**src/rtl/dataflow_pkg.sv**
```systemverilog
// ---------------------------------------------------------------------------
// dataflow_pkg
// Shared types for the dataflow loop primitives. dataflow_stream and the
// other loop-control blocks take their FSM state encodings from here, so the
// encodings stay identical wherever they are decoded or traced.
//
// Contents:
//   stream_state_t  dataflow_stream FSM states (2-bit: IDLE=0, RUN=1, LAST=2)
//   STREAM_STATE_W  width of stream_state_t
// ---------------------------------------------------------------------------
package dataflow_pkg;

    localparam int unsigned STREAM_STATE_W = 2;

    typedef enum logic [STREAM_STATE_W-1:0] {
        S_IDLE = 2'd0,
        S_RUN  = 2'd1,
        S_LAST = 2'd2
    } stream_state_t;

endpackage : dataflow_pkg

```
**src/rtl/dataflow_stream_next.sv**
```systemverilog
// ---------------------------------------------------------------------------
// dataflow_stream_next
// Combinational advance/compare for the index stream: next = cur + step,
// evaluated at WIDTH+1 bits, and in_range = (next < bound) with overflow
// forcing in_range low regardless of bound.
//
// Configuration macro: LOOM_DATAFLOW_STREAM_SIGNED_EN
//   defined   : two's-complement compare, overflow = signed add overflow
//   undefined : unsigned compare, overflow = carry out of bit WIDTH-1
//
// Ports:
//   cur      in   WIDTH  current index
//   step     in   WIDTH  increment
//   bound    in   WIDTH  exclusive upper bound
//   next     out  WIDTH  cur + step (truncated)
//   in_range out  1      next is a valid iteration index
// ---------------------------------------------------------------------------
module dataflow_stream_next #(
    parameter int WIDTH = 32
) (
    input  logic [WIDTH-1:0] cur,
    input  logic [WIDTH-1:0] step,
    input  logic [WIDTH-1:0] bound,
    output logic [WIDTH-1:0] next,
    output logic             in_range
);

    logic [WIDTH:0] w_sum;
    logic           w_ovf;
    logic           w_lt;

    assign w_sum = {1'b0, cur} + {1'b0, step};
    assign next  = w_sum[WIDTH-1:0];

`ifdef LOOM_DATAFLOW_STREAM_SIGNED_EN
    // Signed overflow is carry-in to the MSB differing from carry-out;
    // carry-in to the MSB is recovered as cur^step^sum at that bit.
    assign w_ovf = w_sum[WIDTH] ^ (cur[WIDTH-1] ^ step[WIDTH-1] ^ w_sum[WIDTH-1]);
    assign w_lt  = $signed(next) < $signed(bound);
`else
    assign w_ovf = w_sum[WIDTH];
    assign w_lt  = next < bound;
`endif

    assign in_range = ~w_ovf & w_lt;

endmodule : dataflow_stream_next

```
**src/rtl/dataflow_stream.sv**
```systemverilog
// ---------------------------------------------------------------------------
// dataflow_stream
// Loop index generator. Accepts a {start, step, bound} triple as one joined
// handshake, then emits the index tokens start, start+step, ... while below
// bound on idx, and a will-continue token per iteration on cont (1 for each
// index, then a single 0). cont feeds loop gates / invariant done tokens.
//
// Configuration macro: LOOM_DATAFLOW_STREAM_SIGNED_EN (signed compare and
// signed overflow detection; default build is unsigned).
//
// Ports:
//   clk                      in   1      clock
//   rst_n                    in   1      asynchronous reset, active-low
//   start_valid/ready/data   in/out/in   first index value
//   step_valid/ready/data    in/out/in   increment
//   bound_valid/ready/data   in/out/in   exclusive upper bound
//   idx_valid/ready/data     out/in/out  per-iteration index token
//   cont_valid/ready/data    out/in/out  will-continue token (1 bit)
// ---------------------------------------------------------------------------
module dataflow_stream
    import dataflow_pkg::*;
#(
    parameter int WIDTH = 32
) (
    input  logic             clk,
    input  logic             rst_n,

    input  logic             start_valid,
    output logic             start_ready,
    input  logic [WIDTH-1:0] start_data,

    input  logic             step_valid,
    output logic             step_ready,
    input  logic [WIDTH-1:0] step_data,

    input  logic             bound_valid,
    output logic             bound_ready,
    input  logic [WIDTH-1:0] bound_data,

    output logic             idx_valid,
    input  logic             idx_ready,
    output logic [WIDTH-1:0] idx_data,

    output logic             cont_valid,
    input  logic             cont_ready,
    output logic             cont_data
);

    stream_state_t    r_state;
    stream_state_t    w_state_nxt;

    logic [WIDTH-1:0] r_cur;
    logic [WIDTH-1:0] r_step;
    logic [WIDTH-1:0] r_bound;
    logic             r_idx_sent;
    logic             r_cont_sent;

    logic             w_triple_vld;
    logic             w_capture;
    logic             w_idx_fire;
    logic             w_cont_fire;
    logic             w_idx_done;
    logic             w_cont_done;
    logic             w_advance;

    logic [WIDTH-1:0] w_calc_cur;
    logic [WIDTH-1:0] w_calc_step;
    logic [WIDTH-1:0] w_calc_bound;
    logic [WIDTH-1:0] w_next;
    logic             w_in_range;

    assign w_triple_vld = start_valid & step_valid & bound_valid;

    // One compare/advance unit serves both the capture check and the
    // per-iteration step. In IDLE it sees (start + 0) vs bound, which is the
    // plain start < bound test and yields next == start for capture.
    assign w_calc_cur   = (r_state == S_IDLE) ? start_data : r_cur;
    assign w_calc_step  = (r_state == S_IDLE) ? '0         : r_step;
    assign w_calc_bound = (r_state == S_IDLE) ? bound_data : r_bound;

    dataflow_stream_next #(
        .WIDTH    (WIDTH)
    ) u_next (
        .cur      (w_calc_cur),
        .step     (w_calc_step),
        .bound    (w_calc_bound),
        .next     (w_next),
        .in_range (w_in_range)
    );

    // Handshake bookkeeping: an output counts as done for this iteration once
    // it was accepted earlier (sent flag) or is being accepted now.
    assign w_idx_fire  = idx_valid & idx_ready;
    assign w_cont_fire = cont_valid & cont_ready;
    assign w_idx_done  = r_idx_sent | w_idx_fire;
    assign w_cont_done = r_cont_sent | w_cont_fire;
    assign w_capture   = (r_state == S_IDLE) & w_triple_vld;
    assign w_advance   = (r_state == S_RUN) & w_idx_done & w_cont_done;

    // State register
    always_ff @(posedge clk or negedge rst_n) begin
        if (!rst_n) begin
            r_state <= S_IDLE;
        end else begin
            r_state <= w_state_nxt;
        end
    end

    // Next-state and output decode
    always_comb begin
        w_state_nxt = r_state;
        start_ready = 1'b0;
        step_ready  = 1'b0;
        bound_ready = 1'b0;
        idx_valid   = 1'b0;
        cont_valid  = 1'b0;
        cont_data   = 1'b0;

        case (r_state)
            S_IDLE: begin
                // All-or-nothing join: no input is consumed on its own.
                start_ready = w_triple_vld;
                step_ready  = w_triple_vld;
                bound_ready = w_triple_vld;
                if (w_capture) begin
                    w_state_nxt = w_in_range ? S_RUN : S_LAST;
                end
            end
            S_RUN: begin
                idx_valid  = ~r_idx_sent;
                cont_valid = ~r_cont_sent;
                cont_data  = 1'b1;
                if (w_advance) begin
                    w_state_nxt = w_in_range ? S_RUN : S_LAST;
                end
            end
            S_LAST: begin
                cont_valid = 1'b1;
                cont_data  = 1'b0;
                if (cont_ready) begin
                    w_state_nxt = S_IDLE;
                end
            end
            default: begin
                w_state_nxt = S_IDLE;
            end
        endcase
    end

    assign idx_data = r_cur;

    // Loop registers and per-output sent flags
    always_ff @(posedge clk or negedge rst_n) begin
        if (!rst_n) begin
            r_cur       <= '0;
            r_step      <= '0;
            r_bound     <= '0;
            r_idx_sent  <= 1'b0;
            r_cont_sent <= 1'b0;
        end else if (w_capture) begin
            r_cur       <= w_next;
            r_step      <= step_data;
            r_bound     <= bound_data;
            r_idx_sent  <= 1'b0;
            r_cont_sent <= 1'b0;
        end else if (w_advance) begin
            r_cur       <= w_next;
            r_idx_sent  <= 1'b0;
            r_cont_sent <= 1'b0;
        end else if (r_state == S_RUN) begin
            r_idx_sent  <= w_idx_done;
            r_cont_sent <= w_cont_done;
        end
    end

endmodule : dataflow_stream
```
**config.mk**
```make
export PLATFORM = sky130hd
export DESIGN_NAME = dataflow_stream
export DESIGN_NICKNAME = d
export VERILOG_FILES = /design/src/rtl/dataflow_pkg.sv /design/src/rtl/dataflow_stream_next.sv /design/src/rtl/dataflow_stream.sv
export SDC_FILE = /design/constraint.sdc
export NUM_CORES = 1
export LEC_CHECK = 0
export CAP_MARGIN = 30
export CORE_MARGIN = 1.5
export CORE_UTILIZATION = 58
export CTS_BUF_LIST = sky130_fd_sc_hd__clkbuf_8 sky130_fd_sc_hd__clkbuf_16
export CTS_CLUSTER_SIZE = 30
export DETAILED_ROUTE_END_ITERATION = 7
export PLACE_DENSITY = 0.88
export SYNTH_ARGS = -nofsm -noshare
export SYNTH_HDL_FRONTEND = slang
export SYNTH_HIERARCHICAL = 1
export SYNTH_SLANG_ARGS = --single-unit
```
**constraint.sdc**
```tcl
create_clock -name clk -period 13.15 [get_ports clk]
set_input_delay 2.63 -clock clk [delete_from_list [all_inputs] [get_ports clk]]
set_output_delay 2.63 -clock clk [all_outputs]
set_load 0.05 [all_outputs]
```
==> run metrics <==
Setup Crit Path Kind=primary input to primary output; #FFs+latches synth=100; CP required=between 10 and 15 ns; Synth area leaders=dfrtp_1 (33%), nand2_1 (11%), ha_1 (11%); Warnings, synthesis=6; largest net degree at the start of global routing=between 60 and 70; drt total wl=18700 microns; DR WL met3=approximately 1000 microns; Slew @ Worst Pin=~0.74 ns; min cycle time layout=7.88 ns; GPL Wtd Cong=approximately 0.95; vias per cell=~5.6; top_reg_cell synth=dfrtp_1; crit path DAT=between 5 and 6 ns; hold_buf cts=0; met1 WL=between 8000 and 9000 microns; DP HPWL=~14000 microns; Routed Antenna Nets=0; Synth top area share=32.9%; Mean Syn Cell Area=8.99 sq um; design area=9350 sq um; clock-pin slew on the worst setup and hold paths=around 0.070 ns; row cnt=just over 40; skew final=around 0.0095 ns; PostCTS Resize Cnt=0; # DRC=0; Total GRT Usage=27.8%; CP max FO=just under 70; syn nets=between 1000 and 1500; Syn-to-layout area delta=22.9%; sum of buffers and inverters on the critical path=5; fmax=127 MHz; pre-CTS worst setup slack=around 5.2 ns; worst rel slew slack=slightly above 50%; synth cell count leaders=nand2_1 (225), dfrtp_1 (100), ha_1 (66), mux2_2 (66), inv_1 (42); TNS Setup=0 ns; Cell Area, Placed=9030 sq um; post-CTS setup buffers=0; clk buf depth=2; outcome=completed; min-delay src=r_step[15]; RSZ-0062 raised after global routing=false; ys async rst share=100%; Post-Synthesis Cells=around 850; CTS Buf Count=9; CP max stage cell=clkdlybuf4s50_1; max-cap violation count=0; die width=about 120 microns; # nets final=1137; PnR worst setup slack=5.27 ns; Iter 0 DRT Violations=453; uppermost routed layer=met4; final hold vios=0; Starting Density=59.8%; worst hold path class=flip-flop to flip-flop; die area=around 14000 sq um; vias in the first global route=roughly 6400; crit path cell chain=clkdlybuf4s50_1 -> nand4_1 -> buf_4 -> inv_2 -> buf_4 -> clkdlybuf4s50_1; die height=~120 microns; count leader, synth=nand2_1; IO Pins=141; Startpoint Class=primary input; Final Setup Violations=0; CTS Sinks=100; initial antenna violation count=0; Crit path largest cell delay=0.93 ns; CTS tree=built; core area=between 10000 and 15000 sq um; first-pass GRT wire length=approximately 31000 microns; antenna cells=0; port bufs=140; layout cells sized above 1=a little over an eighth; Top delay family on crit path=buffers and inverters; worst skew pair latency=between 0.3 and 0.4 ns; total number of vias=6438; Post-synth EDFFs=0; met2 WL=just under 9000 microns; Critical Path Start=bound_valid; Synth Cell Area=between 7000 and 8000 sq um; Slew Limit Fails=0; Distinct cells, synth=61; Overflow after GRT=0; DR WL/cell=roughly 16 microns; crit end category=primary output; period utilization=about three fifths; r2r startpoint=r_state[1]; sequential area share after synthesis=32.9%; drt pass-1 iters=6; Synth area leader=dfrtp_1; H-tree Lvls=3; Root Buffer Master=clkbuf_16
## cell usage in the layout, fill, tap and decap left out, drive strengths merged, types with 11 or more instances in the layout
cell	n
xnor2	16
mux2	96
clkdlybuf4s50	139
nor2b	38
clkbuf	12
xor2	11
dfrtp	100
a21o	21
nor2	23
nand3	12
inv	42
nand2	226
o21ai	31
ha	66
a21oi	46
## registers in the layout, summed over array words and instances (netlist names)
| name | count |
|---|---|
| r_idx_sent | 1 |
| r_cont_sent | 1 |
| r_step | 32 |
| idx_data | 32 |
| r_state | 2 |
| r_bound | 32 |
## worst paths after layout
| check | to | slack (ns) | depth (start not counted) |
|---|---|---|---|
| max in group asynchronous | r_bound[24] | 9.75 | 2 |
| max reg2reg | r_state[1] | 6.89 | 22 |
| min | r_step[15] | 0.47 | 2 |
| min in group asynchronous | r_step[3] | 2.27 | 1 |
| max | bound_ready | 5.27 | 6 |
| min reg2reg | r_step[15] | 0.47 | 2 |
## through the flow
stage | utilization [%] | hold WS (ns) | instances
floorplan | - | 0.438 | 846
global placement | 71.0 | 0.450 | 1128
detailed placement | 71.0 | 0.460 | 1128
CTS | 73.5 | 0.475 | 1143
global route | 73.5 | 0.507 | 1143
finish | 73.5 | 0.471 | 1143
## cells by family (layout without fill, tap and decap cells)
group	Yosys count	in the layout	share of synthesized area (%)
flip-flops	100	100	32.9
XOR/XNOR	27	27	3.11
AO/OA/AOI/OAI	144	144	12.6
buffers and inverters	77	202	5.15
multiplexers	99	99	16.1
AND/OR/NAND/NOR	332	332	19.0
adder cells (fa/ha/maj)	67	67	11.1
## area by class of cell
type / count / area [sq um]
sequential: 100 / 2500
clock buffer: 12 / 267
fill: 972 / 3380
multi-input combinational: 669 / 4720
timing repair buffer: 145 / 1440
clock inverter: 3 / 45.0
tap: 172 / 215
inverter: 42 / 158
## routing by layer
layer | vias to the layer above | global-route usage [%]
met2 | 216 | 45.0
met5 | - | 0
met3 | 22 | 5.14
li1 | 3145 | -
met4 | 0 | 8.23
met1 | 3055 | 38.3
## worst reg2reg max path: stages, from the launching register on
cell and delay [ns]:
dfrtp_1 0.40, inv_1 0.13, ha_4 0.49, buf_4 0.67, mux2_2 0.46, ha_1 0.25, fa_1 0.43, a21oi_1 0.27
o21ai_1 0.14, a21oi_1 0.30, o21ai_1 0.16, a41oi_1 0.30, o21bai_1 0.16, xor2_1 0.18, ha_1 0.29, nand4_1 0.16
nor4_1 0.39, nand4_1 0.17, nor3_1 0.26, a221oi_1 0.11, o311a_1 0.17, o21bai_1 0.16, mux2i_1 0.14
Power is left out: the tool's default activity adds up to more than one toggle a clock period on the data nets, which glitch-free logic cannot reach.
